## config.mk

```make
export PLATFORM = sky130hd
export DESIGN_NAME = dc_onehot_fifo_buffer
export DESIGN_NICKNAME = d
export VERILOG_FILES = /design/src/rtl/dc_onehot_fifo_buffer.sv
export SDC_FILE = /design/constraint.sdc
export NUM_CORES = 1
export LEC_CHECK = 0
export CAP_MARGIN = 15
export CORE_ASPECT_RATIO = 0.8
export CORE_MARGIN = 4
export CORE_UTILIZATION = 38
export CTS_BUF_LIST = sky130_fd_sc_hd__clkbuf_4
export CTS_CLUSTER_DIAMETER = 30
export CTS_CLUSTER_SIZE = 20
export DETAILED_ROUTE_END_ITERATION = 10
export DONT_BUFFER_PORTS = 1
export PLACE_DENSITY_LB_ADDON = 0.2
export SETUP_SLACK_MARGIN = 0.15
export SLEW_MARGIN = 20
export SYNTH_ARGS = -nofsm -noshare
export SYNTH_HDL_FRONTEND = slang
export SYNTH_SLANG_ARGS = --single-unit
export TNS_END_PERCENT = 1
```

## constraint.sdc

```tcl
create_clock -name clk -period 9.85 [get_ports clk]
set_input_delay 0 -clock clk [delete_from_list [all_inputs] [get_ports clk]]
set_output_delay 0 -clock clk [all_outputs]
set_load 0.1 [all_outputs]
```

## src/rtl/dc_onehot_fifo_buffer.sv

```systemverilog
// dc_onehot_fifo_buffer
//   Single-clock FIFO that owns its storage and its one-hot write/read ring
//   pointers. Both sides use valid/ready handshakes. Read data is first-word
//   fall-through: the head entry is always visible on out_data.
//
// Ports
//   clk           rising-edge clock
//   rst           asynchronous active-high reset (clears storage and state)
//   flush         synchronous flush; empties the buffer, storage untouched
//   in_valid      write request
//   in_ready      buffer not full (combinational from state)
//   in_data       write data
//   out_valid     buffer not empty (combinational from state)
//   out_ready     consumer accepts the head entry
//   out_data      head entry, AND-OR mux over read_pointer
//   write_pointer one-hot slot for the next write
//   read_pointer  one-hot slot of the head entry
//   count         occupancy, 0..BUFFER_DEPTH
//   ptr_error     sticky: a pointer was seen not one-hot (cleared by rst only)
module dc_onehot_fifo_buffer #(
    parameter int DATA_WIDTH   = 32,
    parameter int BUFFER_DEPTH = 8,
    parameter int CNT_WIDTH    = $clog2(BUFFER_DEPTH) + 1
) (
    input  logic                    clk,
    input  logic                    rst,
    input  logic                    flush,
    input  logic                    in_valid,
    output logic                    in_ready,
    input  logic [DATA_WIDTH-1:0]   in_data,
    output logic                    out_valid,
    input  logic                    out_ready,
    output logic [DATA_WIDTH-1:0]   out_data,
    output logic [BUFFER_DEPTH-1:0] write_pointer,
    output logic [BUFFER_DEPTH-1:0] read_pointer,
    output logic [CNT_WIDTH-1:0]    count,
    output logic                    ptr_error
);

    localparam logic [BUFFER_DEPTH-1:0] PTR_INIT  = BUFFER_DEPTH'(1'b1);
    localparam logic [BUFFER_DEPTH-1:0] PTR_ZERO  = {BUFFER_DEPTH{1'b0}};
    localparam logic [CNT_WIDTH-1:0]    CNT_ZERO  = {CNT_WIDTH{1'b0}};
    localparam logic [CNT_WIDTH-1:0]    CNT_ONE   = CNT_WIDTH'(1'b1);
    localparam logic [CNT_WIDTH-1:0]    CNT_FULL  = CNT_WIDTH'(BUFFER_DEPTH);
    localparam logic [DATA_WIDTH-1:0]   DATA_ZERO = {DATA_WIDTH{1'b0}};

    // True when exactly one bit is set: non-zero and clearing the lowest
    // set bit leaves nothing behind.
    function automatic logic is_onehot(input logic [BUFFER_DEPTH-1:0] vec);
        return (vec != PTR_ZERO) && ((vec & (vec - PTR_INIT)) == PTR_ZERO);
    endfunction

    // Advance a ring pointer by one slot; the top bit wraps to bit 0.
    function automatic logic [BUFFER_DEPTH-1:0] rotate_left(input logic [BUFFER_DEPTH-1:0] vec);
        return {vec[BUFFER_DEPTH-2:0], vec[BUFFER_DEPTH-1]};
    endfunction

    logic [DATA_WIDTH-1:0] mem_r [BUFFER_DEPTH];
    logic                  full_s;
    logic                  empty_s;
    logic                  push_s;
    logic                  pop_s;
    logic [DATA_WIDTH-1:0] head_s;

    // Status decode and handshake qualification. Flush suppresses both
    // transfers but deliberately does not mask in_ready.
    always_comb begin
        full_s    = (count == CNT_FULL);
        empty_s   = (count == CNT_ZERO);
        in_ready  = !full_s;
        out_valid = !empty_s;
        push_s    = in_valid && !full_s && !flush;
        pop_s     = out_ready && !empty_s && !flush;
    end

    // Head-entry mux: each slot is gated by its read_pointer bit and the
    // results are OR-ed, so no index encoder sits in the read path.
    always_comb begin
        head_s = DATA_ZERO;
        for (int i = 0; i < BUFFER_DEPTH; i++) begin
            head_s = head_s | (mem_r[i] & {DATA_WIDTH{read_pointer[i]}});
        end
        out_data = head_s;
    end

    // Storage: the slot selected by write_pointer captures in_data on a push.
    always_ff @(posedge clk or posedge rst) begin
        if (rst) begin
            for (int i = 0; i < BUFFER_DEPTH; i++) begin
                mem_r[i] <= DATA_ZERO;
            end
        end else begin
            for (int i = 0; i < BUFFER_DEPTH; i++) begin
                if (push_s && write_pointer[i]) begin
                    mem_r[i] <= in_data;
                end else begin
                    mem_r[i] <= mem_r[i];
                end
            end
        end
    end

    // Pointers and occupancy. Flush returns to the empty state but leaves
    // storage contents in place.
    always_ff @(posedge clk or posedge rst) begin
        if (rst) begin
            write_pointer <= PTR_INIT;
            read_pointer  <= PTR_INIT;
            count         <= CNT_ZERO;
        end else if (flush) begin
            write_pointer <= PTR_INIT;
            read_pointer  <= PTR_INIT;
            count         <= CNT_ZERO;
        end else begin
            if (push_s) begin
                write_pointer <= rotate_left(write_pointer);
            end else begin
                write_pointer <= write_pointer;
            end
            if (pop_s) begin
                read_pointer <= rotate_left(read_pointer);
            end else begin
                read_pointer <= read_pointer;
            end
            case ({push_s, pop_s})
                2'b10:   count <= count + CNT_ONE;
                2'b01:   count <= count - CNT_ONE;
                default: count <= count;
            endcase
        end
    end

    // Sticky pointer-integrity flag for fault/SEU detection. Flush does not
    // clear it; only rst does.
    always_ff @(posedge clk or posedge rst) begin
        if (rst) begin
            ptr_error <= 1'b0;
        end else if (!is_onehot(write_pointer) || !is_onehot(read_pointer)) begin
            ptr_error <= 1'b1;
        end else begin
            ptr_error <= ptr_error;
        end
    end

endmodule
```

# Yosys cells after proc, flatten, opt, wreduce, memory -nomap -nowiden
# Cells that the tools add are included.
word_totals:
  elab_cells: 70
  register_bits: 277
classes:
  eq_ne: 3
  n_addsub: 4
  bitwise_logic: 17
  mux: 6
  reduce_logical: 28
op_table:
  columns: ["operator", "n"]
  rows:
  - ["32-bit bitwise AND", 8]
  - ["32-bit OR", 7]
  - ["8-bit 2-to-1 mux", 4]
  - ["8-bit bitwise AND", 2]
  - ["8-bit zero test", 2]
  - ["8-bit nonzero test", 2]
  - ["8-bit by 1-bit subtractor with 8-bit output (second input constant)", 2]
  - ["1-bit logical AND", 14]
  - ["4-bit case mux with 2 select lines", 1]
  - ["1-bit zero test", 5]
  - ["4-bit by 1-bit adder with 4-bit output (second input constant)", 1]
  - ["4-bit equality test (second input constant)", 1]
  - ["4-bit zero test", 1]
  - ["4-bit 2-to-1 mux", 1]
  - ["2-bit nonzero test", 2]
  - ["4-bit by 1-bit subtractor with 4-bit output (second input constant)", 1]
  - ["3-bit nonzero test", 1]
  - ["2-bit by 1-bit equality test with 1-bit output (second input constant)", 1]
  - ["2-bit equality test (second input constant)", 1]
  - ["1-bit logical OR", 1]

# Logic depth before layout (Yosys ltp)
# Gate-level depths: netlist (run 1).
depth:
  word_depth: 8
  ltp_mapped: 10

# Worst setup path after synthesis (run 1)
# Ideal clock, no wire load.
synth_timing:
  path_kind: "register to register"
  start: "register count[2]"
  end: "register count[3]"
  path_buffers: 1
  t_arrival_ps: 3319
  path_slack_ps: 6405
  stages_incl_launch_ff: 11
  cell_sequence: "dfrtp_1 -> or4_4 -> nand2_1 -> clkbuf_1 -> nor2_1 -> ha_1 -> a21o_1 -> a21oi_1 -> or3_1 -> and4_1 -> a221o_1"
synth_via:
  elab_chain_cells: 7
  elab_cells_between_ends: 15
synth_lines:
  columns: ["item", "line", "rtl"]
  rows:
  - ["start: declaration", "36", "output logic [CNT_WIDTH-1:0] count,"]
  - ["start signal: assignment", "126", "2'b10: count <= count + CNT_ONE;"]
  - ["start signal: assignment", "127", "2'b01: count <= count - CNT_ONE;"]
  - ["start signal: assignment", "128", "default: count <= count;"]
  - ["4-bit zero test (*)", "69", "empty_s = (count == CNT_ZERO);"]
  - ["1-bit zero test (*)", null, null]
  - ["named net out_valid", "31", "output logic out_valid,"]
  - ["1-bit logical AND (*) (2 in series)", "73", "pop_s = out_ready && !empty_s && !flush;"]
  - ["2-bit by 1-bit equality test with 1-bit output / 2-bit equality test (equally long branches)", "125", "case ({push_s, pop_s})"]
  - ["4-bit case mux with 2 select lines", "125", null]
  - ["4-bit 2-to-1 mux", "110", "end else if (flush) begin"]
# Mark *: on every way through the listed nets, which the timed path passes. The rest lies on a longest branch.
# A chain may end at the register's enable or synchronous reset.

# Final worst setup path (run 1)
layout_timing:
  start: "register count[3]"
  end: "register count[3]"
layout_via:
  elab_chain_cells: 7
  elab_cells_between_ends: 15
layout_lines:
  columns: ["item", "line", "rtl"]
  rows:
  - ["4-bit equality test (*)", "68", "full_s = (count == CNT_FULL);"]
  - ["1-bit zero test (*)", null, null]
  - ["named net in_ready", "29", "output logic in_ready,"]
  - ["1-bit logical AND (*) (2 in series)", "72", "push_s = in_valid && !full_s && !flush;"]
  - ["2-bit by 1-bit equality test with 1-bit output / 2-bit equality test (equally long branches)", "125", null]
  - ["4-bit case mux with 2 select lines", "125", null]
  - ["4-bit 2-to-1 mux", "110", null]
# Marks and branches as above.

==> metrics, run 1 <==
Slowest-stage cell, CP dfrtp_1; Max IR drop VDD 217 uV; CP arrival 4570 ps; Fin. Hold Viols 0; max-slew violations 0; max incr delay on CP 1030 ps; commonest non-fill, non-tap cell in the layout dfrtp_1; fillcell total 2,836; Rows 58; vias in the first global route 8,184; crit end category flop; Leakage Power 6.72 nW; Synth Area per Inst 14.1 um2; share of cells above drive strength 1 18.6%; Clock Latency Late Sink 720 ps; Die Height 168 um; max-cap violations 0; Via density 5.51; Setup violations, final 0; Post-CTS Setup Inserts 0; vias 7,736; Post-synth ARST share 100%; CTS Buf Count 55; largest net degree at the start of global routing 104; setup_tns 0 ps; Nets 978; Area Overhead vs Synth 19.1%; iteration-0 DRC count of the detailed router 498; fin crit period 3980 ps; Ports 92; Die ar. 34,900 um2; die width 208 um; Setup Skew 27.1 ps; Ys Warns 0; gp weighted congestion 0.737; Synth Cell Area 12,100 um2; number of synthesized register bits 277; min-delay worst type in2reg; first-pass GRT wire length 50,600 um; placed wire-length estimate 16,900 um; Netlist cell types 43; fin crit share 40.4%; Least-Margin Pin Slew 1160 ps; most used flip-flop cell after synthesis dfrtp_1; Initial Util 38.6%; status finished, final reports clean; area of the core 31,400 um2; Tot GR Track Use 18.4%; aggregate global routing overflow 0; Mapped Nets 898; Req. time, crit path 10,440 ps; CTS root buf clkbuf_4; clock buffer depth 3; P per Cell Area 296 nW/um2; DR pass1 iterations 5; number of flops mapped to enable cells by yosys 0; drt drc 0; Critical Path Fanout Max 6; most used cell, CP a21o_1; sequential fraction of the synthesis area 57.2%; RSZ-0062 raised after global routing no; Relative slew margins 22.8%; hold slack final 141 ps; # port buffers 0; Crit Path Category reg2reg; antenna violations before repair 3; post-route antenna net violation count 0; drt wl/cell 22.8 um; H-tree levels 2; Reg clk slew, reported paths 100 ps; commonest non-fill, non-tap cells in the layout dfrtp_1 (268), mux2_1 (233), a22oi_1 (129); CTS tree done; Routed Wire Length 32,000 um; fmax 251 MHz; Clock Sinks 277; Worst Setup Start Kind flop; Synth Instances 858; crit path cell chain or4b_1 -> a21o_1 -> nor2_1 -> ha_1 -> a21o_1 -> a21oi_1 -> nand2_1 -> and4_1 -> a221o_1
==> cell families (layout without fill, tap and decap cells) <==
group	count (synthesis)	count (layout)	synth area share (%)
AO/OA/AOI/OAI	159	159	9.66
AND/OR/NAND/NOR	94	94	5.05
buffers and inverters	64	188	3.58
XOR/XNOR	2	2	0.144
adder cells (fa/ha/maj)	3	3	0.371
flip-flops	277	277	57.2
multiplexers	259	259	24.0
other	0	1	0
==> path summary, 6_finish.rpt <==
check / startpoint / endpoint / slack (ps) / cells after the start
max in group asynchronous: rst / mem_r[152]$_DFFE_PP0P_ / 7900 / 5
min in group asynchronous: rst / write_pointer[0]$_DFFE_PP1P_ / 440 / 3
max reg2reg: count[3]$_DFFE_PP0P_ / count[3]$_DFFE_PP0P_ / 5870 / 9
min: in_data[1] / mem_r[97]$_DFFE_PP0P_ / 140 / 2
min reg2reg: mem_r[188]$_DFFE_PP0P_ / mem_r[188]$_DFFE_PP0P_ / 490 / 1
max: count[3]$_DFFE_PP0P_ / count[3]$_DFFE_PP0P_ / 5870 / 9
==> worst max-delay path, delay by kind of cell (launching register included) <==
kind	cells	cell delay (ps)
AND/OR/NAND/NOR	4	1580
flip-flops	1	1030
AO/OA/AOI/OAI	4	960
adder cells (fa/ha/maj)	1	290
==> metal layers <==
metal / vias to the layer above / part of all wire, % / track usage [%] / wire (um)
met5: - / 0.044 / 0 / 14
met4: 4 / 1.5 / 4.65 / 493
met3: 50 / 5.0 / 4.10 / 1610
met2: 188 / 47 / 29.6 / 14900
met1: 4076 / 47 / 25.8 / 14900
li1: 3418 / - / - / -
==> per-stage QoR <==
stage	power (mW)	util (%)	area (um2)	setup slack [ps]	std cells
final	4.28	46.0	14400	5870	1403
after global routing	4.49	46.0	14400	5710	1403
after CTS	4.34	46.0	14400	5890	1402
after detailed placement	3.26	41.8	13100	5900	1262
after global placement	2.81	39.4	12400	5910	1233
after floorplan	2.64	-	12100	2220	858
==> area by class of cell <==
type,count,area [um2],area share [%]
Clock inverter,41,447,3.09
Timing Repair Buffer,84,1300,9.01
Multi-Input combinational cell,517,4760,32.9
Sequential cell,277,6940,48.1
Clock buffer,60,450,3.12
Antenna cell,1,2.50,0.0173
Tap cell,420,526,3.64
Inverter,3,18.8,0.130
==> Yosys cell counts (2+ instances only) <==
cell type / number / share of area (%)
o21ai_0: 5 / 0.21
dfstp_2: 2 / 0.43
a22oi_1: 129 / 8.0
nor2_1: 9 / 0.28
nand4_1: 32 / 1.7
buf_2: 2 / 0.083
buf_1: 8 / 0.25
dfrtp_1: 275 / 57
buf_6: 24 / 2.2
o2bb2ai_1: 2 / 0.14
o22ai_1: 2 / 0.10
a21o_1: 3 / 0.19
mux2i_1: 2 / 0.17
o21a_1: 2 / 0.12
mux2_1: 233 / 22
a21oi_1: 10 / 0.41
mux2_2: 24 / 2.2
nand2_1: 30 / 0.93
or3_1: 2 / 0.10
nand2_8: 8 / 1.3
inv_1: 3 / 0.093
nand3_1: 3 / 0.12
clkbuf_1: 26 / 0.80
nor3_1: 2 / 0.083
ha_1: 2 / 0.21
==> state kept, by name, summed over array words and instances, names as in the netlist <==
signal / count
count: 4
mem_r: 256
ptr_error: 1
read_pointer: 8
write_pointer: 8
==> timing repair <==
action / 4_1_cts / 5_1_grt
hold buffers: 39 / 0
endpoints found under the setup margin: 0 / 0
gates resized for setup: 0 / 0
hold endpoints to repair: 380 / 0
==> report_power, final <==
part,leakage [nW],switching (mW),internal [mW]
combinational,2.63,1.02,0.619
sequential,3.64,0.230,1.38
clock,0.457,0.485,0.548
(Power assumes the default switching activity.)
==> inputs of run 2 (changes only) <==
==> constraint.sdc (replaced) <==
create_clock -name clk -period 4.03 [get_ports clk]
set_input_delay 0 -clock clk [delete_from_list [all_inputs] [get_ports clk]]
set_output_delay 0 -clock clk [all_outputs]
set_load 0.1 [all_outputs]
==> run 2 against run 1 <==
  * Non-clock buffer count grew 13
  * Die area stayed put
  * Final area down 1.5%
  * Clock-buffer cell count up 4
  * Core utilization shrank 0.68 points
  * Sequential cell count did not move
  * First-iteration DRC count decreased by 15%
  * Critical path depth increased by 1
  * Critical path type unchanged
  * Global-route usage barely moved
  * Sequential share of layout area is 0.73 points higher
  * Largest power group is now sequential cells
  * Register-to-register slack got worse by 5000 ps
  * Clock power rose to 2.5 times the previous value
==> metrics, run 2 (synthesis gave the netlist of run 1 again) <==
min-delay worst type in2reg; Die ar. 34,900 um2; DR pass1 iterations 5; Biggest register mem_r; Fin. Hold Viols 0; Max IR drop VDD 674 uV; Tot GR Track Use 18.5%; Area Overhead vs Synth 17.4%; Via density 5.46; vias 7,735; H-tree levels 2; Register-to-Register Path Depth 10; fin crit period 3130 ps; commonest non-fill, non-tap cells in the layout dfrtp_1 (267), mux2_1 (233), a22oi_1 (129); drt drc 0; P per Cell Area 709 nW/um2; Clock Sinks 277; area of the core 31,400 um2; die width 208 um; Largest regs mem_r (256), read_pointer (8), write_pointer (8); first-pass GRT wire length 50,600 um; reg-to-reg setup timing slack 900 ps; Ports 92; Cell Count, Final, Fillers Out 1,417; share of cells above drive strength 1 20.2%; drt wl/cell 22.7 um; Setup Skew 58.4 ps; crit path from count[0]$_DFFE_PP0P_; commonest non-fill, non-tap cell in the layout dfrtp_1; Critical Path Fanout Max 5; clock buffer depth 3; Nets 991; # port buffers 0; Setup violations, final 0; post-route antenna net violation count 0; Initial Util 38.6%; max-cap violations 0; Post-CTS Setup Inserts 0; vias in the first global route 8,084; CTS root buf clkbuf_4; gp weighted congestion 0.760; Least-Margin Pin Slew 1140 ps; iteration-0 DRC count of the detailed router 424; PostCTS Resize Cnt 0; fmax 319 MHz; Routed Wire Length 32,100 um; max reg flops 256; Reg clk slew, reported paths 100 ps; reg2reg start count[0]$_DFFE_PP0P_; status finished, final reports clean; Rows 58; CTS tree done; max-slew violations 0; Clock Latency Late Sink 720 ps; Power Total 10.1 mW; Die Height 168 um; Crit Path Category reg2reg; Worst Setup Start Kind flop; Leakage Power 6.70 nW; Relative slew margins 24.1%; hold path depth 2; CP arrival 3730 ps; crit end category flop; antenna violations before repair 3; placed wire-length estimate 17,600 um; setup_tns 0 ps; Req. time, crit path 4630 ps; Hold Startpoint in_data[17]; Hold Path Sink mem_r[145]$_DFFE_PP0P_; largest net degree at the start of global routing 110; RSZ-0062 raised after global routing no; FF-to-FF End count[3]$_DFFE_PP0P_; post-route cell area 14,200 um2; CTS Buf Count 55; dpl cells 1,275; aggregate global routing overflow 0; fin crit share 77.8%; dpl cell area 12,900 um2
-- run 2: layout make-up --
| cell class | instances | area, um2 |
|---|---|---|
| repair buffers | 97 | 1070 |
| inverters | 3 | 15.0 |
| multi-input cells | 517 | 4760 |
| clock buffers | 64 | 480 |
| flip-flops and latches | 277 | 6940 |
| diodes | 3 | 7.51 |
| clock inverters | 36 | 432 |
| fillers | 2887 | 17200 |
| well taps | 420 | 526 |
-- run 2: timing repair --
action,CTS,global route
hold buffers,39,0
setup endpoints to repair,0,0
hold endpoints to repair,553,0
-- run 2: worst max path at each step --
stage,end,depth (start not counted),slack (ps)
global placement,count[3]$_DFFE_PP0P_,10,980
finish,count[3]$_DFFE_PP0P_,10,900
CTS,count[3]$_DFFE_PP0P_,10,920
detailed placement,count[3]$_DFFE_PP0P_,10,940
floorplan,count[0]$_DFFE_PP0P_,1,370
global route,count[3]$_DFFE_PP0P_,10,770
-- run 2: critical path, stage by stage (launching register included) --
cell and delay (ps):
dfrtp_1 460, buf_4 270, or4b_1 640, a21o_1 260, nor2_1 220, ha_1 270
a21o_1 160, a21oi_1 180, nand2_1 80, and4_1 220, a221o_1 250
-- run 2: layer usage --
layer,GRT usage [%],vias up,share of wire (%)
met1,27.5,4040,49
met2,28.0,183,45
met3,4.01,43,4.8
met4,4.20,0,1.4
li1,-,3469,-
met5,0,-,0
-- run 2: per-stage QoR --
stage	hold WS [ps]	utilization, %	setup slack, ps
detailed placement	64.3	41.1	938
floorplan	132	-	366
global placement	64.2	40.2	975
global route	90.2	45.3	772
finish	125	45.3	896
CTS	34.6	45.3	917
-- run 2: power by group --
part | total [mW] | internal, mW | switching, mW
Sequential | 3.82 | 3.37 | 0.458
Combinational | 3.69 | 1.16 | 2.53
Clock | 2.58 | 1.38 | 1.20
==> inputs of run 3 (changes only) <==
--- a/config.mk
+++ b/config.mk
@@ -5,6 +5,7 @@
 export SDC_FILE = /design/constraint.sdc
 export NUM_CORES = 1
 export LEC_CHECK = 0
+export ABC_AREA = 1
 export CAP_MARGIN = 15
 export CORE_ASPECT_RATIO = 0.8
 export CORE_MARGIN = 4
==> constraint.sdc (replaced) <==
create_clock -name clk -period 2.8 [get_ports clk]
set_input_delay 0 -clock clk [delete_from_list [all_inputs] [get_ports clk]]
set_output_delay 0 -clock clk [all_outputs]
set_load 0.1 [all_outputs]
==> run 3 against run 2 <==
  * Cell count rose by 33%
  * Core utilization fell by 0.24 points
  * Routed wire length rose by 2.1%
  * Combinational power rose by 38%
  * Critical path depth fell by 7
  * Critical endpoint is now out_data[25]
  * Synthesized cell count rose by 56%
  * Final area fell by 2.9%
  * Die area fell by 1.4%
==> metrics, run 3 <==
status finished, final reports clean; Initial Util 39.0%; Setup violations, final 0; Routed Wire Length 32,800 um; Synth Instances 1,335; met1 Use GR 29.8%; Critical Path Fanout Max 36; share of cells above drive strength 1 13.3%; Clk pwr share 23.4%; H-tree levels 2; Post-CTS Setup Inserts 0; setup_tns 0 ps; CTS root buf clkbuf_4; Cell Count, Final, Fillers Out 1,885; vias in the first global route 9,405; Synth Area per Inst 8.95 um2; first-pass GRT wire length 53,200 um; Via density 5.03; Fin. Hold Viols 0; switching pwr 6.31 mW; crit path from read_pointer[1]$_DFFE_PP0P_; Req. time, crit path 2800 ps; fin crit share 90.7%; Mapped Nets 1,375; Ys Warns 0; placed wire-length estimate 19,000 um; max reg flops 256; Synth top cells by count nand2_1 (494), dfrtp_1 (275), o21ai_1 (170); Internal Power 7.80 mW; dpl cells 1,738; gp weighted congestion 0.774; max incr delay on CP 1000 ps; Die ar. 34,400 um2; cell taking the most area after synthesis dfrtp_1; Reg clk slew, reported paths 90 ps; # port buffers 0; largest net degree at the start of global routing 66; met3 Use GR 3.77%; reg2reg start count[2]$_DFFE_PP0P_; Setup Skew 48.2 ps; Clock Sinks 277; crit path cell chain a221oi_1 -> nand3_1 -> buf_4; number of flops mapped to enable cells by yosys 0; Ports 92; CTS Buf Count 57; fmax 394 MHz; area of the core 30,700 um2; FF-to-FF End count[1]$_DFFE_PP0P_; hold slack final 82.6 ps; Largest regs mem_r (256), read_pointer (8), write_pointer (8); sequential fraction of the synthesis area 58.0%; max-cap violations 0; Max IR drop VDD 670 uV; post-route antenna net violation count 0; aggregate global routing overflow 0; min-delay worst type in2reg; Crit Path Category reg2out; Slowest-stage cell, CP dfrtp_2; max-slew violations 0; register share of total power 40.5%; Worst Setup Start Kind flop; Power Total 14.1 mW; clock buffer depth 3; Yosys top cell area share 57.6%; Worst Setup EP out_data[25]; Die Height 167 um; top-count cell post-synth nand2_1; Leakage Power 6.60 nW; iteration-0 DRC count of the detailed router 694; die width 206 um; drt drc 0; DR pass1 iterations 5; commonest non-fill, non-tap cell in the layout nand2_1; CTS tree done; CP arrival 2540 ps; Rows 57; layer with the highest usage met1; Clock Latency Late Sink 730 ps; commonest non-fill, non-tap cells in the layout nand2_1 (494), dfrtp_1 (268), o21ai_1 (170); Tot GR Track Use 19.3%; fin crit period 2540 ps; most used flip-flop cell after synthesis dfrtp_1; vias 9,481; Least-Margin Pin Slew 954 ps; Area Overhead vs Synth 15.6%; Register-to-Register Path Depth 10; Switching Share 44.7%; drt wl/cell 17.4 um; combinational share of power 36.2%; routing usage on met2 28.4%; Biggest register mem_r; Netlist cell types 27; Synth Cell Area 12,000 um2; number of synthesized register bits 277; Relative slew margins 36.4%; reg-to-reg setup timing slack 550 ps; Post-synth ARST share 100%; crit end category primary output; RSZ-0062 raised after global routing yes; Nets 1,464; synth top area cells dfrtp_1 (58%), nand2_1 (16%), o21ai_1 (7.1%), o21ai_0 (4.2%), buf_6 (3.1%); antenna violations before repair 1; P per Cell Area 1020 nW/um2
## run 3: cells by family after synthesis
kind of cell / after synthesis / synth area share [%]
buf+inv: 141 / 6.90
flops: 277 / 58.0
compound gates: 342 / 15.5
fa+ha+maj: 3 / 0.377
simple gates: 572 / 19.2
## run 3: worst min path at each step
stage / startpoint / end / slack, ps / depth (start not counted)
6_report: in_data[7] / mem_r[103]$_DFFE_PP0P_ / 80 / 3
5_1_grt: in_data[30] / mem_r[254]$_DFFE_PP0P_ / 40 / 3
4_1_cts: in_data[24] / mem_r[184]$_DFFE_PP0P_ / 10 / 3
3_5_place_dp: rst / mem_r[54]$_DFFE_PP0P_ / 100 / 1
3_3_place_gp: rst / mem_r[54]$_DFFE_PP0P_ / 100 / 1
2_1_floorplan: flush / count[1]$_DFFE_PP0P_ / 160 / 3
## run 3: critical path, delay by kind of cell (launching register included)
kind                   cells  cell delay (ps)
AND/OR/NAND/NOR            1              210
AO/OA/AOI/OAI              1              240
buffers and inverters      1              320
flip-flops                 1             1000
## run 3: metal layers
metal  wire length [um]  vias up
li1                   -     4638
met1              16300     4546
met2              14100      250
met3               1970       47
met4                434        0
met5                  0        -
## run 3: area by class of cell
class                      count  area [um2]
sequential                   277        6950
clock inverter                43         347
multi-input combinational    917        4200
inverter                      54         211
tap                          413         517
timing repair buffer         117        1130
clock buffer                  63         473
antenna                        1        2.50
fill                        3046       16800
## run 3: what timing repair did
| item | in CTS | in global routing |
|---|---|---|
| setup endpoints to repair | 2 | 23 |
| hold buffers | 40 | 0 |
| hold endpoints to repair | 551 | 0 |
| gates resized for setup | 1 | 1 |
| pin swaps | 0 | 0 |
## run 3: power by group through the flow
| stage | Clock, mW | Sequential, mW | Combinational, mW |
|---|---|---|---|
| 6_report | 3.29 | 5.71 | 5.10 |
| 5_1_grt | 3.62 | 5.84 | 5.52 |
| 4_1_cts | 3.41 | 5.70 | 5.16 |
| 3_5_place_dp | 0 | 5.77 | 5.09 |
| 3_3_place_gp | 0 | 5.74 | 5.03 |
| 2_1_floorplan | 0 | 5.78 | 3.87 |
## run 3: per-stage QoR
step	util, %	setup WS (ps)	area (um2)
3_3_place_gp	41.0	747	12600
2_1_floorplan	-	-864	12000
4_1_cts	45.0	194	13800
6_report	45.1	260	13800
3_5_place_dp	41.0	681	12600
5_1_grt	45.1	73.9	13800
